[config.mk]
export PLATFORM = sky130hd
export DESIGN_NAME = mux4_rr_arbiter
export DESIGN_NICKNAME = d
export VERILOG_FILES = /design/src/rtl/mux4_rr_arbiter_pkg.sv /design/src/rtl/mux4_rr_arbiter_mux4_word.sv /design/src/rtl/mux4_rr_arbiter.sv
export SDC_FILE = /design/constraint.sdc
export NUM_CORES = 1
export LEC_CHECK = 0
export BUFFER_PORTS_ARGS = -buffer_cell sky130_fd_sc_hd__buf_2
export CORE_MARGIN = 4
export CORE_UTILIZATION = 40
export DETAILED_ROUTE_END_ITERATION = 16
export GPL_TIMING_DRIVEN = 0
export PLACE_DENSITY = 0.78
export SLEW_MARGIN = 10
export SYNTH_ARGS = -nofsm -noshare
export SYNTH_HDL_FRONTEND = slang
export SYNTH_SLANG_ARGS = --single-unit
[constraint.sdc]
create_clock -name clk -period 2.5 [get_ports clk]
set_input_delay 0.375 -clock clk [delete_from_list [all_inputs] [get_ports clk]]
set_output_delay 0.375 -clock clk [all_outputs]
set_load 0.03 [all_outputs]
[src/rtl/mux4_rr_arbiter_pkg.sv]
// Shared types and the round-robin search used by the four-way output arbiter.
package mux4_rr_arbiter_pkg;

  localparam int NREQ = 4;

  typedef enum logic {
    IDLE  = 1'b0,
    GRANT = 1'b1
  } state_t;

  typedef struct packed {
    logic       found;
    logic [1:0] idx;
  } rr_pick_t;

  // First set bit of mask, visiting last+1, last+2, ... modulo NREQ.
  function automatic rr_pick_t rr_next(input logic [NREQ-1:0] mask, input logic [1:0] last);
    rr_pick_t   pick;
    logic [1:0] cand;
    pick.found = 1'b0;
    pick.idx   = 2'd0;
    for (int i = 1; i <= NREQ; i++) begin
      cand = last + 2'(i);
      if (!pick.found && mask[cand]) begin
        pick.found = 1'b1;
        pick.idx   = cand;
      end else begin
        pick = pick;
      end
    end
    return pick;
  endfunction

endpackage

[src/rtl/mux4_rr_arbiter_mux4_word.sv]
// Purely combinational 4:1 word multiplexer steered by the arbiter select.
module mux4_word #(
  parameter int DW = 8
) (
  input  logic [1:0]    sel,
  input  logic [DW-1:0] d0,
  input  logic [DW-1:0] d1,
  input  logic [DW-1:0] d2,
  input  logic [DW-1:0] d3,
  output logic [DW-1:0] y
);

  // Select one of the four requester words.
  always_comb begin
    y = d0;
    case (sel)
      2'd0:    y = d0;
      2'd1:    y = d1;
      2'd2:    y = d2;
      2'd3:    y = d3;
      default: y = d0;
    endcase
  end

endmodule

[src/rtl/mux4_rr_arbiter.sv]
// Round-robin arbiter sharing one valid/ready output channel among four producers,
// with a per-grant transfer limit that only bites while someone else is waiting.
module mux4_rr_arbiter
  import mux4_rr_arbiter_pkg::*;
#(
  parameter int DW       = 8,
  parameter int MAX_HOLD = 4
) (
  input  logic                 clk,
  input  logic                 rst,
  input  logic [NREQ-1:0]      req,
  input  logic [NREQ*DW-1:0]   din,
  input  logic                 out_ready,
  output logic                 out_valid,
  output logic [DW-1:0]        out_data,
  output logic [1:0]           sel,
  output logic [NREQ-1:0]      gnt,
  output logic                 busy
);

  localparam int CW = $clog2(MAX_HOLD + 1);
  // Count value at which the transfer in flight is the MAX_HOLD-th of this grant.
  localparam logic [CW-1:0] HOLD_LAST = CW'(MAX_HOLD - 1);
  localparam logic [CW-1:0] HOLD_MAX  = CW'(MAX_HOLD);

  state_t          state_r;
  logic [1:0]      last_r;
  logic [CW-1:0]   count_r;
  logic            xfer_s;
  logic            others_s;
  logic            release_s;
  rr_pick_t        idle_pick_s;
  rr_pick_t        rel_pick_s;

  mux4_word #(.DW(DW)) u_mux (
    .sel (sel),
    .d0  (din[0*DW +: DW]),
    .d1  (din[1*DW +: DW]),
    .d2  (din[2*DW +: DW]),
    .d3  (din[3*DW +: DW]),
    .y   (out_data)
  );

  assign out_valid   = busy & req[sel];
  assign xfer_s      = out_valid & out_ready;
  assign others_s    = |(req & ~gnt);
  assign idle_pick_s = rr_next(req, last_r);
  assign rel_pick_s  = rr_next(req & ~gnt, sel);

  // Owner gives up the channel when it stops requesting or uses up its quota while others wait.
  always_comb begin
    release_s = 1'b0;
    if (state_r == GRANT) begin
      if (!req[sel]) begin
        release_s = 1'b1;
      end else if (xfer_s && (count_r == HOLD_LAST) && others_s) begin
        release_s = 1'b1;
      end else begin
        release_s = 1'b0;
      end
    end else begin
      release_s = 1'b0;
    end
  end

  // Arbitration FSM: grant, hold count and last-owner pointer.
  always_ff @(posedge clk or posedge rst) begin
    if (rst) begin
      state_r <= IDLE;
      gnt     <= 4'b0000;
      sel     <= 2'd0;
      busy    <= 1'b0;
      count_r <= '0;
      last_r  <= 2'd3;
    end else begin
      case (state_r)
        IDLE: begin
          if (idle_pick_s.found) begin
            state_r <= GRANT;
            gnt     <= 4'b0001 << idle_pick_s.idx;
            sel     <= idle_pick_s.idx;
            busy    <= 1'b1;
            count_r <= '0;
          end else begin
            state_r <= IDLE;
          end
        end
        GRANT: begin
          if (release_s) begin
            last_r  <= sel;
            count_r <= '0;
            if (rel_pick_s.found) begin
              gnt <= 4'b0001 << rel_pick_s.idx;
              sel <= rel_pick_s.idx;
            end else begin
              state_r <= IDLE;
              gnt     <= 4'b0000;
              busy    <= 1'b0;
            end
          end else if (xfer_s) begin
            // Quota used with nobody waiting: start a fresh quota for the same owner.
            if (count_r == HOLD_LAST) begin
              count_r <= '0;
            end else if (count_r != HOLD_MAX) begin
              count_r <= count_r + 1'b1;
            end else begin
              count_r <= count_r;
            end
          end else begin
            count_r <= count_r;
          end
        end
        default: begin
          state_r <= IDLE;
          gnt     <= 4'b0000;
          sel     <= 2'd0;
          busy    <= 1'b0;
          count_r <= '0;
        end
      endcase
    end
  end

endmodule

==> results.yml, run 1 <==
global_routing:
  grt_use_total_pct: 16.0
  met1_usage_pct: 21.0
  grt_pass1_wl_um: 5400
  antenna_found_initial: 0
  grt_max_degree: 14
  use_met3_pct: 2.84
  grt.busiest_layer: "met2"
  grt_pass1_vias: 1254
  grt-ovfl-total: 0
  met2_usage_pct: 27.0
synth:
  ys_seq_area_share_pct: 26.7
  syn_area_um2: 1230
  syn-mean-instance-area_um2: 8.25
  ys_warn_count: 0
  yosysUniqueCellTypes: 35
  syn-num-nets: 194
  syn_inst: 149
  ys_seq_elements: 13
sta:
  tightest_slew_ps: 568
  maxSlewHeadroom_pct: 61.7
  rsz0062_at_grt: "false"
  post-route-period-util_pct: 94.4
  drv_slew: 0
  setup_slack_ps: 140
  hold_viol: 0
  finalSetupViolCount: 0
  max_freq_ghz: 0.424
  setup_tns_ps: 0
  period_needed_ps: 2360
  finClkSkew_ps: 2.06
finish:
  drive_gt1_share_pct: 33.3
  fillers: 284
  antenna_cells: 0
  nNetsFinal: 253
  regArea_um2: 328
  multi_input_area_um2: 788
  synthToLayoutAreaGrowth_pct: 27.8
power_and_ir_drop:
  p_seq_share_pct: 17.3
  netSwitchingPower_mw: 1.19
  swShare_pct: 53.1
  p_clk_share_pct: 6.3
  power_density_nw_per_um2: 1430
  p_leak_nw: 0.775
  p_int_mw: 1.05
  ir_worst_vdd_uv: 723
  comb_power_share_pct: 76.4
  p_total_mw: 2.24
clock_network:
  numCtsBuffers: 3
  cts.htree.levels: 1
  clock_sinks: 13
  clockBufferDepth: 2
  path_clk_slew_ps: 90
  cts_tree: "built"
  insertion_delay_ps: 290
  cts_root_buf: "clkbuf_4"
setup_path:
  cp-start-kind: "register"
  path_max_fanout: 8
  crit_arrival_ps: 1990
  path_class: "register to output pin"
  required_ps: 2120
  reg2regPathDepth: 8
  cp-end-kind: "output pin"
min_path:
  hold_class: "primary input to async pin"
floorplanning:
  io_pins: 55
  dieArea_um2: 4030
  core_um2: 2850
  die_h_um: 63.5
  start_util_pct: 43.1
  die_w_um: 63.5
  row_count: 19
outcome:
  outcome: "finished clean"
flow_run:
  cap_viol_max_count: 0
route:
  drt_iter0_drc: 59
  antenna_left: 0
  via_count: 1331
  drc: 0
  vias_per_cell: 5.59
  firstDrtPassIters: 9
  drt_wl_total_um: 3240
  wire_per_inst_um: 13.6
placement:
  place_hpwl_um: 2480
  portBuffers: 54
  post-place-ws_ps: 250
  gp_congestion: 0.852
## through the flow
stage	hold slack, ps	cell area, µm²	std cells	util (%)
floorplan	251	1230	149	-
global placement	423	1540	234	53.9
detailed placement	436	1540	234	53.9
CTS	121	1560	237	54.7
global route	147	1570	238	55.1
finish	103	1570	238	55.1
## synthesized netlist by cell type
cell | n | share of area [%]
a211oi_1 | 1 | 0.61
a21bo_2 | 1 | 0.81
a21o_1 | 1 | 0.61
a21oi_1 | 9 | 3.7
a221oi_1 | 1 | 0.71
a222oi_1 | 8 | 6.5
a22oi_1 | 1 | 0.61
a31oi_1 | 3 | 1.5
a41oi_1 | 1 | 0.71
and2_1 | 2 | 1.0
buf_2 | 1 | 0.41
buf_6 | 2 | 1.8
clkbuf_1 | 7 | 2.1
dfrtp_1 | 11 | 22
dfstp_2 | 2 | 4.3
ha_1 | 6 | 6.1
inv_1 | 16 | 4.9
mux2_2 | 3 | 2.7
mux2i_1 | 11 | 9.0
mux4_2 | 1 | 1.8
nand2_1 | 10 | 3.1
nand2b_1 | 8 | 4.1
nand3_1 | 1 | 0.41
nand4_1 | 4 | 2.0
nand4b_1 | 1 | 0.71
nor2_1 | 9 | 2.7
nor2b_1 | 3 | 1.5
nor3_1 | 1 | 0.41
o211ai_1 | 3 | 1.8
o21a_1 | 5 | 3.1
o21ai_0 | 11 | 4.5
o221ai_2 | 1 | 1.2
o22ai_1 | 2 | 1.0
or2_1 | 1 | 0.51
or4_1 | 1 | 0.61
## layout make-up
| class | instances | area share (%) |
|---|---|---|
| timing repair buffer | 55 | 17.7 |
| multi-input combinational | 110 | 50.2 |
| tap | 31 | 2.47 |
| clock buffer | 4 | 1.67 |
| buffer | 9 | 3.34 |
| inverter | 16 | 3.82 |
| sequential | 13 | 20.9 |
## logic make-up (layout without fill, tap and decap cells)
family | after synthesis | after routing | synth area share (%)
buffers and inverters | 26 | 84 | 9.26
DFF | 13 | 13 | 26.7
adders and majority gates | 6 | 6 | 6.10
AOI/OAI and AO/OA | 48 | 48 | 27.4
and+or+nand+nor | 41 | 41 | 17.1
muxes | 15 | 15 | 13.5
## final timing paths
check                           start           to  slack (ps)
setup / recovery               sel[1]  out_data[4]         140
hold / removal                    rst         busy         100
setup reg to reg               sel[1]       sel[0]         290
hold reg to reg            count_r[1]   count_r[1]         510
max in group asynchronous         rst    last_r[0]        2040
min in group clk            out_ready   count_r[0]         480
## metal layers
| metal | up-vias | share of wire [%] |
|---|---|---|
| li1 | 661 | - |
| met1 | 612 | 44 |
| met2 | 55 | 47 |
| met3 | 3 | 7.9 |
| met4 | 0 | 0.87 |
| met5 | - | 0 |
## what timing repair did
item,in CTS,in global routing
pin swaps,0,3
buffers inserted,0,1
endpoints found under the hold margin,0,0
hold buffers,0,0
endpoints found under the setup margin,1,6
resized for setup,0,2
## registers in the layout, summed over array words and instances, names as in the netlist
| signal | cells |
|---|---|
| state_r | 1 |
| count_r | 3 |
| busy | 1 |
| last_r | 2 |
| gnt | 4 |
| sel | 2 |
## critical path, stage by stage, from the launching register on
cell and delay (ps):
dfrtp_1 400, buf_4 190, inv_1 100, ha_1 190, clkbuf_1 190, a222oi_1 320, mux2i_1 110, buf_2 190
## power groups by stage
stage,clock network [mW],registers [mW],logic (mW)
floorplan,0,0.501,1.20
global placement,0,0.396,1.68
detailed placement,0,0.399,1.68
CTS,0.142,0.394,1.69
global route,0.157,0.406,1.89
finish,0.140,0.388,1.71
## layout by cell type (no fill, tap or decap)
master and n:
ha_1 6, nor2b_1 3, dfrtp_1 11, o211ai_1 3, dfstp_2 2, clkbuf_1 7, mux2i_1 11, nor2_1 9
o22ai_1 2, mux4_2 1, nand2b_1 8, nand4_1 4, a221oi_1 1, inv_1 16, a41oi_1 1, and2_1 2
a21oi_1 9, or2_1 1, buf_6 2, nand3_1 1, nor3_1 1, a211oi_1 1, a222oi_1 8, buf_2 54
buf_4 2, o21ai_0 11, or4_1 1, a22oi_1 1, a31oi_1 3, o221ai_2 1, nand2_1 10, mux2_2 3
o21a_1 5, clkbuf_4 3, a21bo_2 1, a21o_1 1, nand4b_1 1
(Power assumes the default switching activity.)
==> inputs of run 2 (changes only) <==
--- a/config.mk
+++ b/config.mk
@@ -10,7 +10,7 @@
 export CORE_UTILIZATION = 40
 export DETAILED_ROUTE_END_ITERATION = 16
 export GPL_TIMING_DRIVEN = 0
-export PLACE_DENSITY = 0.78
+export PLACE_DENSITY = 0.8
 export SLEW_MARGIN = 10
 export SYNTH_ARGS = -nofsm -noshare
 export SYNTH_HDL_FRONTEND = slang
==> constraint.sdc (replaced) <==
create_clock -name clk -period 2.1 [get_ports clk]
set_input_delay 0.315 -clock clk [delete_from_list [all_inputs] [get_ports clk]]
set_output_delay 0.315 -clock clk [all_outputs]
set_load 0.03 [all_outputs]
==> run 2 against run 1 <==
Net effect: flip-flop and latch count unchanged; register-to-register slack got worse by 180 ps; clock skew rose by 7.5 ps; sequential power grew 24%; clock-buffer cell count fell by 1; combinational power rose by 46%; critical path depth decreased by 1; total power grew 41%; worst setup slack worse by 130 ps; global-route usage rose by 0.93 points; largest power group unchanged; highest routed layer unchanged.
==> results.yml, run 2 (same netlist as run 1, synthesis figures left out) <==
outcome:
  outcome: "finished clean"
placement:
  gp_congestion: 0.827
  place_inst: 234
  place_hpwl_um: 2580
  portBuffers: 54
finish:
  antenna_cells: 0
  largestRegisters: "gnt x4, count_r x3"
  largest_reg_flops: 4
  largest-register: "gnt"
  nNetsFinal: 260
  mostFrequentLayoutCell: "buf_2"
  final_util_pct: 61.7
  drive_gt1_share_pct: 45.8
  layout_common_cells: "49 x buf_2, 14 x inv_1, 13 x buf_4"
  finalNonFillerCells: 245
  synthToLayoutAreaGrowth_pct: 43.1
floorplanning:
  die_w_um: 63.5
  core_um2: 2850
  die_h_um: 63.5
  dieArea_um2: 4030
  row_count: 19
  start_util_pct: 43.1
  io_pins: 55
power_and_ir_drop:
  p_total_mw: 3.16
  ir_worst_vdd_uv: 927
  p_leak_nw: 0.837
  power_density_nw_per_um2: 1790
setup_path:
  path_class: "register to output pin"
  worstSetupStartpoint: "sel[0]"
  cp-end-kind: "output pin"
  cp-start-kind: "register"
  crit_arrival_ps: 1770
  required_ps: 1780
  path_max_fanout: 8
  r2r-start: "sel[1]"
route:
  drt_wl_total_um: 3470
  wl_met1_um: 1450
  met2_length_um: 1700
  wire_per_inst_um: 14.1
  drt_iter0_drc: 78
  maxUsedRoutingLayer: "met4"
  drc: 0
  met3_length_um: 244
  vias_per_cell: 5.65
  via_count: 1384
  firstDrtPassIters: 5
  antenna_left: 0
clock_network:
  clockBufferDepth: 2
  cts_root_buf: "clkbuf_4"
  numCtsBuffers: 3
  path_clk_slew_ps: 100
  cts.htree.levels: 1
  insertion_delay_ps: 300
  cts_hold_buf: 0
  cts_tree: "built"
  clock_sinks: 13
sta:
  max_freq_ghz: 0.479
  period_needed_ps: 2090
  drv_slew: 0
  maxSlewHeadroom_pct: 59.7
  hold_viol: 0
  finClkSkew_ps: 9.55
  rsz0062_at_grt: "true"
  post-route-period-util_pct: 99.4
  tightest_slew_ps: 599
  finalSetupViolCount: 0
global_routing:
  antenna_found_initial: 0
  grt_pass1_wl_um: 5550
  grt_max_degree: 14
  grt_pass1_vias: 1225
  grt-ovfl-total: 0
  grt_use_total_pct: 16.9
min_path:
  hold_class: "primary input to async pin"
flow_run:
  cap_viol_max_count: 0
[run 2: cell count changes in the layout (fill, tap and decap cells not counted), moves of 3 or more]
cell      before  now
buf_4          2   13
mux2i_1       11    3
mux2i_2        0    8
buf_2         54   49
clkbuf_1       7    3
ha_1           6    2
ha_4           0    3
[run 2: worst paths after layout]
path	endpoint	slack (ps)	cells after the start
max in group asynchronous	sel[0]	1700	2
min in group clk	count_r[0]	420	5
worst min-delay path	count_r[2]	20	2
worst min register to register	count_r[1]	510	2
worst max register to register	sel[0]	110	8
worst max-delay path	out_data[0]	10	6
[run 2: layer usage]
layer  track usage (%)  vias up
li1                  -      678
met2              28.6       58
met5                 0        -
met4              7.82        0
met1              21.0      639
met3              2.66        9
[run 2: area by class of cell]
class | instances | area, µm²
clock inverter | 1 | 5.00
timing repair buffer | 64 | 365
clock buffer | 3 | 22.5
multi-input combinational | 110 | 868
buffer | 7 | 62.6
inverter | 16 | 67.6
sequential | 13 | 330
tap | 31 | 38.8
fill | 248 | 1090
[run 2: through the flow]
stage	setup slack [ps]	cell area, µm²	TNS (ps)	hold slack (ps)
2_1_floorplan	8.06	1270	0	190
3_3_place_gp	-41.3	1580	-110	366
3_5_place_dp	-44.0	1580	-110	365
4_1_cts	-25.3	1680	-93.4	41.9
5_1_grt	-91.4	1760	-214	62.5
6_report	13.4	1760	0	21.4
[run 2: power breakdown]
group	switching [mW]	total, mW	internal, mW	leakage [nW]
registers	0.0953	0.481	0.386	0.153
logic	1.37	2.50	1.13	0.667
clock network	0.107	0.178	0.0710	0.0177
[run 2: what timing repair did]
item	4_1_cts	5_1_grt
gates resized for setup	14	12
setup buffers	5	5
setup endpoints to repair	14	13
pin swaps	2	7
[run 2: critical path: stages, from the launching register on]
cell and delay, ps:
dfrtp_2 410, buf_8 140, inv_8 40, ha_4 170, a222oi_1 400, mux2i_2 130
buf_4 190
==> inputs of run 3 (changes only) <==
--- a/config.mk
+++ b/config.mk
@@ -9,7 +9,6 @@
 export CORE_MARGIN = 4
 export CORE_UTILIZATION = 40
 export DETAILED_ROUTE_END_ITERATION = 16
-export GPL_TIMING_DRIVEN = 0
 export PLACE_DENSITY = 0.8
 export SLEW_MARGIN = 10
 export SYNTH_ARGS = -nofsm -noshare
==> run 3 against run 2 <==
Net effect: worst hold slack better by 14 ps; die area stayed put; utilization decreased by 2.8 points; clock skew decreased by 3.1 ps; clock power is 8% lower; sequential share of layout area is 0.88 points higher; first-iteration DRC count fell by 23%; global-route usage decreased by 0.89 points; critical endpoint is now out_data[5].
==> results.yml, run 3 (same netlist as run 1, synthesis figures left out) <==
outcome:
  outcome: "finished clean"
floorplanning:
  die_w_um: 63.5
  dieArea_um2: 4030
  die_h_um: 63.5
  start_util_pct: 43.1
  core_um2: 2850
  row_count: 19
  io_pins: 55
sta:
  rsz0062_at_grt: "true"
  finClkSkew_ps: 6.44
  hold_viol: 0
  setup_tns_ps: 0
  post-route-period-util_pct: 98.4
  finalSetupViolCount: 0
  max_freq_ghz: 0.484
  period_needed_ps: 2070
  tightest_slew_ps: 546
  maxSlewHeadroom_pct: 63.2
  drv_slew: 0
clock_network:
  numCtsBuffers: 3
  insertion_delay_ps: 290
  cts_hold_buf: 0
  cts.htree.levels: 1
  cts_tree: "built"
  cts_root_buf: "clkbuf_4"
  clock_sinks: 13
  clockBufferDepth: 2
  path_clk_slew_ps: 90
global_routing:
  grt_use_total_pct: 16.0
  grt_pass1_wl_um: 5330
  antenna_found_initial: 0
  grt-ovfl-total: 0
  grt_pass1_vias: 1213
  grt_max_degree: 14
setup_path:
  cp-start-kind: "register"
  required_ps: 1780
  crit_arrival_ps: 1750
  path_class: "register to output pin"
  path_max_fanout: 8
  cp-end-kind: "output pin"
route:
  maxUsedRoutingLayer: "met4"
  drt_iter0_drc: 60
  wire_per_inst_um: 13.9
  firstDrtPassIters: 4
  vias_per_cell: 5.51
  met3_length_um: 200
  antenna_left: 0
  drt_wl_total_um: 3290
  met2_length_um: 1660
  drc: 0
  wl_met1_um: 1400
  via_count: 1307
finish:
  largest-register: "gnt"
  antenna_cells: 0
  layout_common_cells: "50 x buf_2, 16 x inv_1, 11 x o21ai_0"
  multi_input_area_um2: 850
  largestRegisters: "gnt x4, count_r x3"
  synthToLayoutAreaGrowth_pct: 36.7
  largest_reg_flops: 4
  fillers: 274
  drive_gt1_share_pct: 43.2
  mostFrequentLayoutCell: "buf_2"
  nNetsFinal: 252
  regArea_um2: 330
  finalNonFillerCells: 237
placement:
  gp_congestion: 0.864
  portBuffers: 54
  place_hpwl_um: 2520
  place_inst: 230
power_and_ir_drop:
  power_density_nw_per_um2: 1740
  ir_worst_vdd_uv: 959
  p_total_mw: 2.93
  p_leak_nw: 0.808
flow_run:
  cap_viol_max_count: 0
min_path:
  hold_class: "primary input to async pin"
## run 3: cell types whose count changed in the layout (fill, tap and decap cells not counted), moves of 2 or more
cell / before / now
buf_4: 13 / 8
clkbuf_1: 3 / 0
inv_1: 14 / 16
buf_6: 4 / 2
## run 3: final timing paths
check | startpoint | endpoint | slack, ps | depth (start not counted)
max in group asynchronous | rst | sel[0] | 1680 | 2
max | sel[1] | out_data[5] | 30 | 5
min | rst | busy | 40 | 2
max reg2reg | sel[0] | sel[0] | 80 | 7
min in group clk | out_ready | count_r[0] | 430 | 5
min reg2reg | gnt[3] | gnt[3] | 520 | 1
## run 3: repair_timing
item,in CTS,in global routing
gates resized for setup,8,8
endpoints found under the setup margin,9,10
endpoints found under the hold margin,0,0
buffers inserted,1,3
pin swaps,1,3
## run 3: metal layers
metal	vias to the layer above	track usage, %
li1	659	-
met1	600	20.2
met2	43	27.2
met3	5	3.20
met4	0	5.12
met5	-	0
## run 3: metrics by stage
step                      utilization (%)  hold slack (ps)  worst slack [ps]  area (µm²)
after floorplan                         -              190              8.06        1270
after global placement               54.8              375               179        1560
after detailed placement             54.8              373               166        1560
after CTS                            57.3             57.9             -22.5        1640
after global routing                 58.9             75.6             -64.4        1680
final                                58.9             35.3              34.4        1680
## run 3: critical path, cell delays in order (launching register included)
cell	delay (ps)
dfrtp_2	430
buf_8	140
ha_4	180
a222oi_1	410
mux2i_2	120
buf_4	190
## run 3: layout make-up
cell class / instances / share of cell area (%)
Multi-Input combinational cell: 110 / 50.5
Timing Repair Buffer: 63 / 22.3
Sequential cell: 13 / 19.6
Inverter: 16 / 3.57
Tap cell: 31 / 2.31
Clock buffer: 3 / 1.34
Clock inverter: 1 / 0.298
## run 3: where the power goes
part | switching, mW | internal, mW | leakage, nW
clock | 0.0924 | 0.0710 | 0.0177
sequential | 0.122 | 0.387 | 0.153
combinational | 1.27 | 0.987 | 0.637
total | 1.49 | 1.45 | 0.808
